--- config.mk ---
export PLATFORM = sky130hd
export DESIGN_NAME = mem_stage
export DESIGN_NICKNAME = d
export VERILOG_FILES = /design/src/rtl/mem_stage.sv
export SDC_FILE = /design/constraint.sdc
export NUM_CORES = 1
export LEC_CHECK = 0
export ABC_AREA = 1
export CELL_PAD_IN_SITES_DETAIL_PLACEMENT = 1
export CELL_PAD_IN_SITES_GLOBAL_PLACEMENT = 2
export CORE_ASPECT_RATIO = 1.1
export CORE_MARGIN = 2
export CORE_UTILIZATION = 46
export CTS_CLUSTER_DIAMETER = 120
export DETAILED_ROUTE_END_ITERATION = 8
export HOLD_SLACK_MARGIN = 0.02
export PLACE_DENSITY_LB_ADDON = 0.1
export RECOVER_POWER = 50
export SYNTH_ARGS = -nofsm -noshare
export SYNTH_HDL_FRONTEND = slang
export SYNTH_SLANG_ARGS = --single-unit
export TNS_END_PERCENT = 100
--- constraint.sdc ---
create_clock -name clk -period 4.9 [get_ports clk]
set_clock_uncertainty 0.05 [all_clocks]
set_input_delay 0.98 -clock clk [delete_from_list [all_inputs] [get_ports clk]]
set_output_delay 0.98 -clock clk [all_outputs]
set_load 0.005 [all_outputs]
--- src/rtl/mem_stage.sv ---
// Memory stage: 32x32 data RAM, load/store handling and the writeback register.
// Optional macro DMEM_FAST_LOAD_EN selects an asynchronous-read RAM with single-cycle loads.
`timescale 1ns/1ps

module mem_stage (
    input  logic        clk,
    input  logic        rst_n,
    input  logic        in_valid,
    input  logic [31:0] alu_res,
    input  logic [31:0] write_data,
    input  logic [4:0]  rd_addr,
    input  logic        mem_read,
    input  logic        mem_write,
    input  logic        reg_write,
    input  logic        flush,
    output logic        stall,
    output logic        wb_valid,
    output logic [31:0] wb_data,
    output logic [4:0]  wb_rd,
    output logic        wb_reg_write,
    output logic [31:0] fwd_res
);

    localparam logic [0:0] IDLE      = 1'b0;
    localparam logic [0:0] LOAD_WAIT = 1'b1;

    logic [31:0] ram [0:31];
    logic [0:0]  state;
    logic [4:0]  addr;
    logic        accept;
    logic        is_store;
    logic        is_load;

    assign addr     = alu_res[4:0];
    assign is_store = mem_write;
    // A combined read+write is treated as a store.
    assign is_load  = mem_read & ~mem_write;
    assign stall    = (state == LOAD_WAIT);
    assign accept   = in_valid & ~stall & ~flush;
    assign fwd_res  = wb_data;

    // RAM is never cleared; reset only blocks a write on the reset edge.
    always_ff @(posedge clk) begin
        if (rst_n && accept && is_store) begin
            ram[addr] <= write_data;
        end
    end

`ifndef DMEM_FAST_LOAD_EN
    logic [4:0] ld_addr_p1;
    logic [4:0] ld_rd_p1;
    logic       ld_rw_p1;

    always_ff @(posedge clk) begin
        if (accept && is_load) begin
            ld_addr_p1 <= addr;
            ld_rd_p1   <= rd_addr;
            ld_rw_p1   <= reg_write;
        end
    end
`endif

    always_ff @(posedge clk) begin
        if (!rst_n) begin
            state        <= IDLE;
            wb_valid     <= 1'b0;
            wb_reg_write <= 1'b0;
            wb_data      <= 32'd0;
            wb_rd        <= 5'd0;
`ifndef DMEM_FAST_LOAD_EN
        end else if (state == LOAD_WAIT) begin
            // Synchronous RAM read lands directly in the writeback register.
            state <= IDLE;
            if (flush) begin
                wb_valid     <= 1'b0;
                wb_reg_write <= 1'b0;
            end else begin
                wb_valid     <= 1'b1;
                wb_data      <= ram[ld_addr_p1];
                wb_rd        <= ld_rd_p1;
                wb_reg_write <= ld_rw_p1;
            end
`endif
        end else if (accept && is_load) begin
`ifdef DMEM_FAST_LOAD_EN
            wb_valid     <= 1'b1;
            wb_data      <= ram[addr];
            wb_rd        <= rd_addr;
            wb_reg_write <= reg_write;
`else
            state        <= LOAD_WAIT;
            wb_valid     <= 1'b0;
            wb_reg_write <= 1'b0;
`endif
        end else if (accept) begin
            wb_valid     <= 1'b1;
            wb_data      <= alu_res;
            wb_rd        <= rd_addr;
            wb_reg_write <= reg_write & ~is_store;
        end else begin
            wb_valid     <= 1'b0;
            wb_reg_write <= 1'b0;
        end
    end

endmodule

==> summary.txt <==
Status
  • Status: finished with violations
  • Violated checks: capacitance limit, slew limit

Timing
  • Setup WS post-layout: 1.41 ns
  • Max Clk Rate: 0.286 GHz
  • Slew HR: -51.2%
  • Slew Viols, Final: around 1.1k
  • Final Hold Fails: 0
  • Final setup viols: 0
  • Post-layout min period: 3.49 ns
  • Setup tns final: 0 ns
  • Slew at the pin closest to its max-slew limit: 2.27 ns
  • Hold_ws: 0.431 ns
  • Period utilization: between 70 and 80%
  • RSZ-0062 raised after global routing: no

Global route
  • Antenna violations before repair: 3
  • First-pass GRT wire length: 199 mm
  • Vias in the first global route: 30.8k
  • Pin count of the biggest net entering global routing: 273
  • Total track usage: 27.4%
  • Gr ovfl total: 0

Die
  • Die ar.: 97800 um2
  • Top-level port count: 148
  • Die Ht: 328 um
  • Die X: 298 um
  • Core area: ~94000 um2
  • Num rows: 118
  • Starting density of the core: 46.5%

Synthesis
  • YS warnings: 0
  • Post-synthesis mux area share: 0%
  • Post-synth design cell area: between 40000 and 50000 um2
  • Syn Area/Cell: 11.9 um2
  • Syn Inst Count: 3695
  • Synth Area in Adders: 0%
  • Simple-gate portion of the synthesized area: 21.5%
  • Synthesis-stage register bit count: 1080
  • Post-synthesis cell type count: 20
  • Post-synth top area share: 70.9%
  • Leading area contributor after synthesis: edfxtp_1
  • Syn Nets: 3771
  • Largest family of logic cells by synthesized area: simple AND/OR/NAND/NOR gates
  • Dominant cells by area after synthesis: edfxtp_1 (71%), nand2_1 (11%), nand3_1 (10%), dfxtp_1 (2.1%), buf_6 (1.5%)
  • Register area share after synthesis: between 70% and 80%
  • Xor/xnor share of the synthesized area: 0%
  • Complex-gate fraction of the synthesized area: 1.30%

Layout
  • Post-Layout Inst Area: 49600 um2
  • Share of cells above drive strength 1: 7.57%
  • Most frequent cells in the layout: nand2_1 (1300), edfxtp_1 (1035), nand3_1 (877), clkbuf_16 (113), dlygate4sd3_1 (77)
  • Area growth, synth to finish: 13.2%
  • Fillers: 9643
  • Finished Core Util: 52.6%
  • Post-Layout Cell Count: around 5.1k
  • NumNets Final: around 3.9k
  • Commonest non-fill, non-tap cell in the layout: nand2_1

Setup path
  • Crit path top cell by count: a21oi_1
  • R2R cell count: 8
  • Worst r2r dst: fwd_res[4]
  • Startpoint Class: input pin
  • Crit path largest cell delay: 1.62 ns
  • Reg2reg setup slack: 1.51 ns
  • Cell Chain, Critical Path: clkdlybuf4s50_1 -> inv_1 -> nand3_1 -> nor2_1 -> a21oi_4 -> clkbuf_1 -> a21oi_1 -> a21oi_1
  • Crit path capture: fwd_res[4]
  • Max FO, Critical Path: 33
  • Worst path slowest cell: clkbuf_1
  • CP arrival: 4.04 ns
  • CP startpoint: flush
  • FF-to-FF Start: stall
  • Crit. End Element: flop
  • Critical Path RT: 5.45 ns
  • Critical path type: input pin to flop

Clock tree
  • Root Driver: clkbuf_16
  • Clk Latency, worst-skew pair: 0.68 ns
  • # clock sinks: 1080
  • Max clock buf depth: 3
  • Setup Fix Bufs, Post-CTS: 0
  • CTS tree: built
  • Num CTS Buffers: 112
  • Post-CTS Resized: 0
  • H-Tree Level Count: 3
  • Worst-path clk slew: 0.06 ns
  • CTS Hold Bufs: 0

Pwr
  • PwrDens: about 390 nW/um2
  • Worst vdd ir: roughly 0.32 mV
  • Total Power: 19.3 mW
  • Leak Pwr: 17.7 nW

Route
  • Post-DRT Antenna Nets: 0
  • First drt pass iteration count: 7
  • DR iter-0 viols: between 2k and 2.5k
  • DRC: 0
  • Vias per cell: 5.67
  • Vias: 29.2k
  • Avg WL per Cell: roughly 26 um
  • WL final: 134 mm

Min path
  • Hold Path Class: flop to flop

Run
  • Total of max-cap violations: 32

Placement
  • # port buffers: 147
  • RePlAce Congestion: 0.806
  • Pre-CTS setup slack: roughly 1.0 ns
  • Post-place instance area: 46300 um2
  • DP HPWL: 79.0 mm
  • Placed cells: 4939
[Yosys cell counts, drive strengths merged]
cell type     n
clkbuf       36
edfxtp     1035
a31oi         5
nor2         38
nand3       877
dfxtp        45
inv          17
nand2      1300
a21oi        66
buf         234
nor3          1
o21ai        41
[per-layer routing]
| layer | vias to the layer above | share of wire [%] | GRT usage (%) | wire, um |
|---|---|---|---|---|
| li1 | 13200 | - | - | - |
| met1 | 14900 | 41 | 35.1 | 55300 |
| met2 | 863 | 50 | 47.4 | 67300 |
| met3 | 203 | 5.1 | 3.59 | 6900 |
| met4 | 2 | 3.6 | 10.5 | 4800 |
| met5 | - | 0.0089 | 0 | 12 |
[power breakdown]
group,switching [mW],internal [mW]
clock network,3.51,4.59
logic,0.705,0.268
registers,0.0398,10.2
[sequential cells by signal, summed over array words and instances, names as in the netlist, named ones only]
register      flops
ld_addr_p1        5
wb_valid          1
ld_rd_p1          5
fwd_res          32
wb_reg_write      1
stall             1
wb_rd             5
ld_rw_p1          1
ram            1024
[layout make-up]
type,count,area (um2),area share [%]
clock inverter,68,495,0.998
sequential,1080,32000,64.4
inverter,17,93.8,0.189
antenna,1,2.50,0.00504
tap,1260,1580,3.18
clock buffer,135,2930,5.90
timing repair buffer,254,2320,4.66
multi-input combinational,2328,10200,20.6
[cell families after synthesis]
family,Yosys count
and+or+nand+nor,2216
DFF,1080
buffers and inverters,287
AOI/OAI and AO/OA,112
[worst max-delay path, delay by kind of cell]
kind                   cells  cell delay [ns]
AO/OA/AOI/OAI              3             0.60
AND/OR/NAND/NOR            2             0.25
buffers and inverters      3             2.17
[worst min path at each step]
stage,start,end,slack [ns],cells after the start
2_1_floorplan,ld_addr_p1[1],flop,0.37,2
3_3_place_gp,ld_addr_p1[1],flop,0.38,2
3_5_place_dp,ld_addr_p1[1],flop,0.40,2
4_1_cts,ld_addr_p1[0],flop,0.42,2
5_1_grt,ld_addr_p1[3],flop,0.44,2
6_report,ld_addr_p1[3],flop,0.43,2
(Power assumes the default switching activity.)
